<file path="src/rtl/ravenoc_pkg.sv">
// ravenoc_pkg: shared AXI and NoC types for the RaveNoC IRQ reader slice.
// Provides the AXI address/size/burst/response types, the virtual channel
// count default and the state encoding of the IRQ-driven read master.
`ifndef AXI_DATA_WIDTH
`define AXI_DATA_WIDTH 64
`endif

package ravenoc_pkg;

  localparam int NumVirtChn   = 32'd3;
  localparam int AxiAddrWidth = 32'd32;

  typedef logic [AxiAddrWidth-1:0] axi_addr_t;
  typedef logic [2:0]              asize_t;

  typedef enum logic [1:0] {
    FIXED = 2'b00,
    INCR  = 2'b01,
    WRAP  = 2'b10
  } aburst_t;

  typedef enum logic [1:0] {
    OKAY   = 2'b00,
    EXOKAY = 2'b01,
    SLVERR = 2'b10,
    DECERR = 2'b11
  } aerror_t;

  typedef enum logic [1:0] {
    IDLE = 2'b00,
    ADDR = 2'b01,
    DATA = 2'b10
  } irq_rd_st_t;

endpackage

</file>
<file path="src/rtl/ravenoc_rr_arb.sv">
// ravenoc_rr_arb: combinational round-robin priority selector.
// Ports:
//   req       - one request bit per channel
//   last      - index of the channel served most recently
//   gnt_idx   - granted channel index (valid only with gnt_valid)
//   gnt_valid - at least one request is pending
// The search starts at last+1 and wraps modulo N, so the channel just served
// has the lowest priority on the next pick.
module ravenoc_rr_arb #(
  parameter  int N  = 32'd3,
  localparam int IW = (N > 32'd1) ? $clog2(N) : 32'd1
) (
  input  logic [N-1:0]  req,
  input  logic [IW-1:0] last,
  output logic [IW-1:0] gnt_idx,
  output logic          gnt_valid
);

  logic [IW-1:0] cand_s;

  // Walk the channels in rotated order and keep the first pending one.
  always_comb begin
    gnt_idx   = '0;
    gnt_valid = 1'b0;
    cand_s    = '0;
    for (int i = 0; i < N; i++) begin
      // Modulo keeps the candidate inside 0..N-1 even for non power-of-two N.
      cand_s = IW'((int'(last) + 32'sd1 + i) % N);
      if (!gnt_valid && req[cand_s]) begin
        gnt_valid = 1'b1;
        gnt_idx   = cand_s;
      end else begin
        gnt_valid = gnt_valid;
      end
    end
  end

endmodule

</file>
<file path="src/rtl/ravenoc_irq_reader.sv">
// ravenoc_irq_reader: IRQ-driven AXI4 read master draining one RaveNoC node.
// Picks a pending VC round-robin from the IRQ vector, issues one fixed-length
// read burst to that VC's RX buffer and forwards the beats on a valid/ready
// stream tagged with the VC index.
// Ports:
//   clk_axi, arst_axi           - clock, async active-low reset
//   enable_i, irq_vcs_i         - start permission, per-VC level IRQs
//   ar*_o / arready_i           - AXI read address channel
//   r*_i / rready_o             - AXI read data channel
//   out_*_o / out_ready_i       - beat stream (combinational pass-through)
//   err_o                       - sticky response/length error
//   pkt_cnt_o                   - completed bursts, wrapping
`ifndef AXI_DATA_WIDTH
`define AXI_DATA_WIDTH 64
`endif

module ravenoc_irq_reader
  import ravenoc_pkg::*;
#(
  parameter  int        NUM_VC       = NumVirtChn,
  parameter  axi_addr_t RD_BASE_ADDR = 32'h0000_1000,
  parameter  int        VC_STRIDE    = 32'd8,
  parameter  int        BURST_LEN    = 32'd4,
  localparam int        VC_W         = (NUM_VC > 32'd1) ? $clog2(NUM_VC) : 32'd1
) (
  input  logic                       clk_axi,
  input  logic                       arst_axi,
  input  logic                       enable_i,
  input  logic [NUM_VC-1:0]          irq_vcs_i,
  output logic                       arvalid_o,
  input  logic                       arready_i,
  output axi_addr_t                  araddr_o,
  output logic [7:0]                 arlen_o,
  output asize_t                     arsize_o,
  output aburst_t                    arburst_o,
  output logic                       arid_o,
  input  logic                       rvalid_i,
  output logic                       rready_o,
  input  logic [`AXI_DATA_WIDTH-1:0] rdata_i,
  input  aerror_t                    rresp_i,
  input  logic                       rlast_i,
  output logic                       out_valid_o,
  input  logic                       out_ready_i,
  output logic [`AXI_DATA_WIDTH-1:0] out_data_o,
  output logic [VC_W-1:0]            out_vc_o,
  output logic                       out_last_o,
  output logic                       err_o,
  output logic [15:0]                pkt_cnt_o
);

  localparam logic [7:0] LAST_CNT  = 8'(BURST_LEN - 32'd1);
  localparam asize_t     ARSIZE_C  = asize_t'($clog2(`AXI_DATA_WIDTH / 8));

  irq_rd_st_t      state_r, state_nxt_s;
  logic [VC_W-1:0] vc_r, vc_nxt_s;
  logic [VC_W-1:0] last_r, last_nxt_s;
  axi_addr_t       addr_r, addr_nxt_s;
  logic [7:0]      cnt_r, cnt_nxt_s;
  logic [15:0]     pkt_r, pkt_nxt_s;
  logic            err_r, err_nxt_s;

  logic [VC_W-1:0] gnt_idx_s;
  logic            gnt_valid_s;
  logic            in_data_s;
  logic            r_hs_s;
  logic            at_last_s;

  ravenoc_rr_arb #(
    .N (NUM_VC)
  ) u_arb (
    .req       (irq_vcs_i),
    .last      (last_r),
    .gnt_idx   (gnt_idx_s),
    .gnt_valid (gnt_valid_s)
  );

  // Next-state, burst bookkeeping and error detection.
  always_comb begin
    state_nxt_s = state_r;
    vc_nxt_s    = vc_r;
    last_nxt_s  = last_r;
    addr_nxt_s  = addr_r;
    cnt_nxt_s   = cnt_r;
    pkt_nxt_s   = pkt_r;
    err_nxt_s   = err_r;
    in_data_s   = (state_r == DATA);
    r_hs_s      = in_data_s && rvalid_i && out_ready_i;
    at_last_s   = (cnt_r == LAST_CNT);
    case (state_r)
      IDLE: begin
        if (enable_i && gnt_valid_s) begin
          state_nxt_s = ADDR;
          vc_nxt_s    = gnt_idx_s;
          addr_nxt_s  = RD_BASE_ADDR + (axi_addr_t'(gnt_idx_s) * axi_addr_t'(VC_STRIDE));
        end else begin
          state_nxt_s = IDLE;
        end
      end
      ADDR: begin
        // AR stays up until accepted; enable/IRQ changes are ignored here.
        if (arready_i) begin
          state_nxt_s = DATA;
          cnt_nxt_s   = 8'd0;
        end else begin
          state_nxt_s = ADDR;
        end
      end
      DATA: begin
        if (r_hs_s) begin
          cnt_nxt_s = at_last_s ? cnt_r : (cnt_r + 8'd1);
          // Bad response, early last, or a missing last at the final count.
          if ((rresp_i != OKAY) || (rlast_i && !at_last_s) || (!rlast_i && at_last_s)) begin
            err_nxt_s = 1'b1;
          end else begin
            err_nxt_s = err_r;
          end
          // The burst only ends on rlast, even when it arrives late.
          if (rlast_i) begin
            state_nxt_s = IDLE;
            pkt_nxt_s   = pkt_r + 16'd1;
            last_nxt_s  = vc_r;
          end else begin
            state_nxt_s = DATA;
          end
        end else begin
          state_nxt_s = DATA;
        end
      end
      default: begin
        state_nxt_s = IDLE;
      end
    endcase
  end

  // State and bookkeeping registers; the pointer resets to NUM_VC-1 so the
  // first search begins at VC0.
  always_ff @(posedge clk_axi or negedge arst_axi) begin
    if (!arst_axi) begin
      state_r <= IDLE;
      vc_r    <= '0;
      last_r  <= VC_W'(NUM_VC - 32'd1);
      addr_r  <= RD_BASE_ADDR;
      cnt_r   <= 8'd0;
      pkt_r   <= 16'd0;
      err_r   <= 1'b0;
    end else begin
      state_r <= state_nxt_s;
      vc_r    <= vc_nxt_s;
      last_r  <= last_nxt_s;
      addr_r  <= addr_nxt_s;
      cnt_r   <= cnt_nxt_s;
      pkt_r   <= pkt_nxt_s;
      err_r   <= err_nxt_s;
    end
  end

  // Output decode; the R-to-stream path is zero-latency and gated to DATA.
  always_comb begin
    arvalid_o   = (state_r == ADDR);
    araddr_o    = addr_r;
    arlen_o     = LAST_CNT;
    arsize_o    = ARSIZE_C;
    arburst_o   = FIXED;
    arid_o      = 1'b0;
    rready_o    = in_data_s && out_ready_i;
    out_valid_o = in_data_s && rvalid_i;
    out_data_o  = rdata_i;
    out_last_o  = in_data_s && rlast_i;
    out_vc_o    = vc_r;
    err_o       = err_r;
    pkt_cnt_o   = pkt_r;
  end

endmodule

</file>
<file path="config.mk">
export PLATFORM = sky130hd
export DESIGN_NAME = ravenoc_irq_reader
export DESIGN_NICKNAME = d
export VERILOG_FILES = /design/src/rtl/ravenoc_pkg.sv /design/src/rtl/ravenoc_rr_arb.sv /design/src/rtl/ravenoc_irq_reader.sv
export SDC_FILE = /design/constraint.sdc
export NUM_CORES = 1
export LEC_CHECK = 0
export BUFFER_PORTS_ARGS = -buffer_cell sky130_fd_sc_hd__buf_2
export CAP_MARGIN = 20
export CORE_AREA = 2 2 88 90
export CTS_BUF_LIST = sky130_fd_sc_hd__clkbuf_16
export DETAILED_ROUTE_END_ITERATION = 7
export DIE_AREA = 0 0 90 92
export PLACE_DENSITY_LB_ADDON = 0.25
export SYNTH_ARGS = -nofsm -noshare
export SYNTH_HDL_FRONTEND = slang
export SYNTH_SLANG_ARGS = --single-unit
</file>
<file path="constraint.sdc">
create_clock -name clk_axi -period 2 [get_ports clk_axi]
set_clock_uncertainty 0.1 [all_clocks]
set_input_delay 0.2 -clock clk_axi [delete_from_list [all_inputs] [get_ports clk_axi]]
set_output_delay 0.2 -clock clk_axi [all_outputs]
set_load 0.01 [all_outputs]
</file>
# Word-level counts from Yosys, hierarchy flattened
# Cells that the tools add are included.
[word_totals]
output_inout_bits = 133
inputBits = 76
word_cells = 68
reg_bits = 63
[classes]
div = 3
eq_ne = 6
mux = 21
magnitude_cmp = 3
n_reduce_logical = 22
addsub = 6
[op_table]
columns = ["cell", "n"]
rows = [
  ["32-bit by 3-bit modulo with 32-bit output, second input constant", 3],
  ["32-bit by 2-bit adder with 32-bit output, second input constant", 1],
  ["32-bit by 3-bit adder with 32-bit output, second input constant", 1],
  ["8-bit 2-to-1 mux", 3],
  ["16-bit by 1-bit adder with 16-bit output, second input constant", 1],
  ["8-bit one-hot mux with 2 select lines", 1],
  ["13-bit by 5-bit adder with 14-bit output, first input constant", 1],
  ["2-bit 2-to-1 mux", 6],
  ["1-bit logical AND", 9],
  ["2-bit by 3-bit less-than comparator with 1-bit output, second input constant", 3],
  ["8-bit by 1-bit adder with 8-bit output, second input constant", 1],
  ["8-bit by 2-bit == test with 1-bit output, second input constant", 1],
  ["1-bit 2-to-1 mux", 7],
  ["1-bit binary-select mux with 2-bit select", 3],
  ["2-bit one-hot mux with 3 select lines", 1],
  ["3-bit AND reduction", 2],
  ["1-bit logical NOT", 4],
  ["2-bit by 1-bit != test with 1-bit output, second input constant", 2],
  ["4-bit AND reduction", 1],
  ["2-bit nonzero test", 2],
  ["2-bit by 1-bit adder with 3-bit output, second input constant", 1],
  ["2-bit by 1-bit == test with 1-bit output, second input constant", 1],
  ["2-bit == test, second input constant", 1],
  ["2-bit logical NOT", 1],
  ["3 further kinds", 4],
]

# Depth between registers and ports, before layout
[depth]
ltp_word = 14
ltp_mapped = 6
mapped_depth_nobuf = 6

# Modules after synthesis
# A second synthesis with hierarchy kept.
[unflattened]
cells_unflattened = 265
hier_area_um2 = 2452.4
[modules_own_cells]
columns = ["mod", "cells_per_inst", "area_per_inst_um2", "n_inst", "seq_area_each_um2"]
rows = [
  ["ravenoc_irq_reader", 245, 2321.0, 1, 777.0],
  ["ravenoc_rr_arb", 20, 131.4, 1, 0.0],
]

# Worst setup path before layout
# OpenSTA, ideal clock, no wires.
[synth_timing]
kind = "reg-to-reg"
startpoint = "register last_r[1]"
endpoint = "register state_r[0]"
setup_time_ns = 0.136
setup_slack_ns = 0.101
period_less_slack_ns = 1.899
arrival_ns = 1.663
stages_incl_launch_ff = 7
t_required_ns = 1.764
n_path_buf = 0
cell_sequence = "dfstp_2 > inv_1 > ha_1 > a22o_1 > a211oi_1 > a2bb2oi_1 > o21ai_0"
[synth_via]
elab_chain_len = 14
elab_cells_between_ends = 22
classes_between = "3 x add/sub; 3 x div; 11 x mux; 5 x reduce/logical"
[synth_rtl]
columns = ["item", "line", "text"]
rows = [
  ["start: declaration", "ravenoc_irq_reader.sv:56", "logic [VC_W-1:0] last_r, last_nxt_s;"],
  ["start signal: assignment", "ravenoc_irq_reader.sv:141", "last_r <= VC_W'(NUM_VC - 32'd1);"],
  ["start signal: assignment", "ravenoc_irq_reader.sv:149", "last_r <= last_nxt_s;"],
  ["2-bit by 1-bit adder with 3-bit output (*)", "ravenoc_rr_arb.sv:28", "cand_s = IW'((int'(last) + 32'sd1 + i) % N);"],
  ["branches (longest 9 deep; another with 32-bit by 2-bit adder with 32-bit output)", "n/a", ""],
  ["1-bit 2-to-1 mux (*)", "ravenoc_rr_arb.sv:29", "if (!gnt_valid && req[cand_s]) begin"],
  ["1-bit logical AND (*)", "ravenoc_irq_reader.sv:91", "if (enable_i && gnt_valid_s) begin"],
  ["1-bit 2-to-1 mux (*)", "ravenoc_irq_reader.sv:91", ""],
  ["2-bit one-hot mux with 3 select lines (*)", "ravenoc_irq_reader.sv:89", "case (state_r)"],
  ["net state_nxt_s[0]", "ravenoc_irq_reader.sv:54", "irq_rd_st_t state_r, state_nxt_s;"],
  ["end signal: assignment", "ravenoc_irq_reader.sv:147", "state_r <= state_nxt_s;"],
  ["end: declaration", "ravenoc_irq_reader.sv:54", ""],
]
# Mark *: on every way through the listed nets, which the timed path passes. The select of a mux whose other input is x is not followed.
# A chain may end at the register's enable or synchronous reset.

# Worst setup path in the final report
[layout_timing]
startpoint = "register last_r[1]"
endpoint = "register addr_r[3] (netlist: araddr_o[3])"
[layout_via]
elab_chain_len = 13
elab_cells_between_ends = 25
classes_between = "4 x add/sub; 3 x div; 12 x mux; 6 x reduce/logical"
[layout_rtl]
columns = ["item", "line", "text"]
rows = [
  ["2-bit by 1-bit adder with 3-bit output (*)", "ravenoc_rr_arb.sv:28", ""],
  ["branches (longest 12 deep; another with 32-bit by 2-bit adder with 32-bit output)", "n/a", ""],
  ["end signal: assignment", "ravenoc_irq_reader.sv:150", "addr_r <= addr_nxt_s;"],
  ["end: declaration", "ravenoc_irq_reader.sv:57", "axi_addr_t addr_r, addr_nxt_s;"],
]
# Mark *: on every way between the ends. The select of a mux whose other input is x is not followed.

==> run_summary.xml <==
<?xml version="1.0" encoding="UTF-8"?>
<metrics>
  <group name="outcome">
    <metric name="status" unit="">finished, final reports clean</metric>
  </group>
  <group name="worst_setup_path">
    <metric name="crit_type" unit="">reg -&gt; reg</metric>
    <metric name="critPathLaunchType" unit="">flip-flop</metric>
    <metric name="timing.critical_path.to_type" unit="">flip-flop</metric>
    <metric name="critPathMaxFanout" unit="">4</metric>
    <metric name="crit_required" unit="ns">2.09</metric>
    <metric name="critPathArrivalTime" unit="ns">1.99</metric>
  </group>
  <group name="clocking">
    <metric name="tritoncts" unit="">yes</metric>
    <metric name="cts.root.buffer_cell" unit="">sky130_fd_sc_hd__clkbuf_16</metric>
    <metric name="clock_tree.buffer_depth" unit="">2</metric>
    <metric name="path_clk_slew" unit="ns">0.05</metric>
    <metric name="cts_sinks" unit="">31</metric>
    <metric name="post-cts-setup-buffers" unit="">0</metric>
    <metric name="clk-insertion-delay-late" unit="ns">0.27</metric>
    <metric name="cts_buffers" unit="">5</metric>
    <metric name="cts.htree.levels" unit="">2</metric>
  </group>
  <group name="global_routing">
    <metric name="grt.met1_usage" unit="%">11.9</metric>
    <metric name="gr-usage-met3" unit="%">3.78</metric>
    <metric name="grt_overflow" unit="">0</metric>
    <metric name="groute.usage.overall" unit="%">10.6</metric>
    <metric name="antenna_found_initial" unit="">0</metric>
    <metric name="met2_grt_util" unit="%">18.1</metric>
    <metric name="first_global_vias" unit="">1393</metric>
    <metric name="grt_first_pass_wirelength" unit="mm">7.00</metric>
    <metric name="maximum_number_of_pins_on_one_net_before_global_route_repair" unit="">32</metric>
    <metric name="gr-max-usage-layer" unit="">met2</metric>
  </group>
  <group name="sta">
    <metric name="final_critical_period" unit="ns">1.90</metric>
    <metric name="worst-slew-pin-transition" unit="ns">0.742</metric>
    <metric name="setup_ws" unit="ns">0.0978</metric>
    <metric name="rsz0062_at_grt" unit="">no</metric>
    <metric name="fin_crit_share" unit="%">95.1</metric>
    <metric name="achievable-frequency" unit="GHz">0.526</metric>
    <metric name="report.final.hold_viol_count" unit="">0</metric>
    <metric name="totalNegativeSetupSlack" unit="ns">0</metric>
    <metric name="slew_violations" unit="">0</metric>
    <metric name="timing.slew.headroom" unit="%">50.5</metric>
    <metric name="final-setup-viol-count" unit="">0</metric>
  </group>
  <group name="job">
    <metric name="cap_violations" unit="">0</metric>
  </group>
  <group name="die">
    <metric name="core.rowCount" unit="">32</metric>
    <metric name="core_area" unit="um2">7450</metric>
    <metric name="die_height" unit="um">92</metric>
    <metric name="io_pins" unit="">209</metric>
    <metric name="initial_standard_cell_utilization_of_the_core" unit="%">33.4</metric>
    <metric name="floorplan.die.width" unit="um">90</metric>
    <metric name="floorplan.die_area" unit="um2">8280</metric>
  </group>
  <group name="pwr">
    <metric name="internal_power_consumption" unit="mW">1.56</metric>
    <metric name="p_per_area" unit="nW/um2">1030</metric>
    <metric name="netSwitchingFraction" unit="%">34.6</metric>
    <metric name="power_switching" unit="mW">0.824</metric>
    <metric name="leakage" unit="nW">1.20</metric>
    <metric name="worst_ir_drop_vdd" unit="uV">289</metric>
    <metric name="pwr-share-clk" unit="%">29.2</metric>
    <metric name="comb_power_share" unit="%">34.9</metric>
    <metric name="power.share.sequential" unit="%">35.8</metric>
  </group>
  <group name="placed_design">
    <metric name="placedCellCount" unit="">345</metric>
    <metric name="hpwlAfterDp" unit="mm">3.55</metric>
    <metric name="detailedPlace.worstSlack" unit="ns">0.0250</metric>
    <metric name="place.port_buffers" unit="">36</metric>
    <metric name="place_congestion" unit="">0.853</metric>
    <metric name="placedInstanceArea" unit="um2">2150</metric>
  </group>
  <group name="final_layout">
    <metric name="post_route_cell_area" unit="um2">2310</metric>
    <metric name="layoutNonFillerInstCount" unit="">354</metric>
    <metric name="multiInputGateArea" unit="um2">1010</metric>
    <metric name="layout_commonest_cell" unit="">sky130_fd_sc_hd__conb_1</metric>
    <metric name="share_of_post_route_cells_with_drive_strength_above_1" unit="%">22.2</metric>
    <metric name="mostFrequentLayoutCells" unit="">sky130_fd_sc_hd__conb_1 (44), sky130_fd_sc_hd__buf_2 (36), sky130_fd_sc_hd__dfrtp_1 (30)</metric>
    <metric name="synthToLayoutAreaGrowth" unit="%">-7.00</metric>
    <metric name="fin_nets" unit="">333</metric>
    <metric name="n_antenna_cell" unit="">0</metric>
    <metric name="layout.area.seq" unit="um2">777</metric>
    <metric name="fillerInstances" unit="">820</metric>
  </group>
  <group name="route">
    <metric name="routed_via_density" unit="">4.16</metric>
    <metric name="drt_pass1_iterations" unit="">4</metric>
    <metric name="number_of_antenna_violating_nets_in_the_routed_design" unit="">0</metric>
    <metric name="route.detailed.drc" unit="">0</metric>
    <metric name="drt_wl_total" unit="mm">4.55</metric>
    <metric name="drt-initial-drc-count" unit="">50</metric>
    <metric name="wl_per_cell" unit="um">12.9</metric>
    <metric name="vias" unit="">1474</metric>
  </group>
  <group name="synthesis">
    <metric name="synthesis.yosys.warnings" unit="">0</metric>
    <metric name="flop_and_latch_count_out_of_synthesis" unit="">31</metric>
    <metric name="post_synth_instance_area" unit="um2">2490</metric>
    <metric name="yosys.cell_types.count" unit="">44</metric>
    <metric name="synthesis.instances" unit="">272</metric>
    <metric name="synth_sequential_area_ratio" unit="%">31.3</metric>
    <metric name="synthesis.area_per_instance" unit="um2">9.14</metric>
  </group>
  <group name="worst_hold_path">
    <metric name="min_path_type" unit="">in -&gt; reg</metric>
  </group>
</metrics>
==> registers in the layout (all words and copies together), names as in the netlist <==
name,count
last_r,2
araddr_o,2
cnt_r,8
state_r,2
err_o,1
pkt_cnt_o,16
==> Yosys cell counts, drive strengths merged <==
master	number	area, um2
buf	111	831
dfrtp	30	751
nor2	12	45.0
nand2	11	41.3
xnor2	11	96.3
inv	10	37.5
xor2	10	87.6
nand3	8	40.0
nand4	7	43.8
ha	6	75.1
o21ai	6	30.0
and2	5	31.3
nor3	5	25.0
nand2b	3	18.8
nor2b	3	18.8
a32oi	2	17.5
and3	2	13.8
and4	2	18.8
conb	2	7.51
mux2	2	22.5
o211ai	2	15.0
o22ai	2	12.5
or3	2	12.5
a211oi	1	7.51
a21o	1	7.51
a21oi	1	5.00
a22o	1	8.76
a2bb2oi	1	8.76
and4b	1	10.0
clkbuf	1	3.75
dfstp	1	26.3
mux2i	1	10.0
nand4b	1	23.8
nor3b	1	7.51
nor4	1	21.3
nor4b	1	8.76
o21a	1	7.51
o21bai	1	7.51
o2bb2ai	1	8.76
o31ai	1	7.51
or4b	1	13.8
==> power by group through the flow <==
stage          logic [mW]  registers, mW  clock network, mW
2_1_floorplan       0.735          0.870                  0
3_3_place_gp        0.809          0.859                  0
3_5_place_dp        0.811          0.865                  0
4_1_cts             0.813          0.856              0.724
5_1_grt             0.924          0.875              0.761
6_report            0.834          0.854              0.698
==> cells by family (layout without fill, tap and decap cells) <==
logic type                 after synthesis  after routing  share of synthesized area [%]
AOI/OAI and AO/OA                       21             21                           5.79
buffers and inverters                  122             60                           35.1
DFF                                     31             31                           31.3
xor gates and xnor gates                21             21                           7.40
adders and majority gates                6              6                           3.02
muxes                                    3              3                           1.31
and+or+nand+nor                         66             66                           15.9
other                                    2             44                          0.302
==> layer usage <==
metal	part of all wire [%]	vias up
met2	49	64
met4	2.0	0
met5	0	-
li1	-	700
met3	8.2	20
met1	41	690
==> cell type report <==
| type | instances | share of cell area, % |
|---|---|---|
| clock buffer | 5 | 5.41 |
| clock inverter | 3 | 0.487 |
| inverter | 10 | 1.62 |
| multi-input combinational | 161 | 43.5 |
| sequential | 31 | 33.6 |
| tap | 102 | 5.52 |
| timing repair buffer | 42 | 9.85 |
==> path summary, 6_finish.rpt <==
kind / startpoint / end / slack (ns) / cells after the start
hold / removal: arready_i / state_r[0]$_DFF_PN0_ / 0.03 / 2
setup reg to reg: last_r[1]$_DFFE_PN1P_ / araddr_o[3]$_DFFE_PN0P_ / 0.1 / 7
min in group asynchronous: arst_axi / pkt_cnt_o[3]$_DFFE_PN0P_ / 0.44 / 2
hold reg to reg: err_o$_DFFE_PN0P_ / err_o$_DFFE_PN0P_ / 0.38 / 1
max in group asynchronous: arst_axi / cnt_r[0]$_DFFE_PN0P_ / 0.89 / 2
setup / recovery: last_r[1]$_DFFE_PN1P_ / araddr_o[3]$_DFFE_PN0P_ / 0.1 / 7
==> stage by stage <==
stage	hold slack [ns]	total power, mW	util [%]
after floorplan	-0.196	1.61	-
after global placement	0.209	1.67	28.9
after detailed placement	0.213	1.68	28.9
after CTS	0.0327	2.39	30.9
after global routing	0.0448	2.56	31.0
final	0.0324	2.39	31.0
==> worst max-delay path: stages (launching register included) <==
cell                       delay (ns)
sky130_fd_sc_hd__dfstp_2         0.55
sky130_fd_sc_hd__inv_1           0.06
sky130_fd_sc_hd__ha_1            0.19
sky130_fd_sc_hd__a22o_1          0.23
sky130_fd_sc_hd__a211oi_2        0.27
sky130_fd_sc_hd__buf_4           0.16
sky130_fd_sc_hd__o22ai_1         0.07
sky130_fd_sc_hd__a32oi_1         0.20
==> what timing repair did <==
| item | 4_1_cts | 5_1_grt |
|---|---|---|
| hold buffers | 1 | 0 |
| gates resized for setup | 0 | 2 |
| hold endpoints to repair | 30 | 0 |
| setup endpoints to repair | 0 | 3 |
Power figures use the tool's default switching activity.
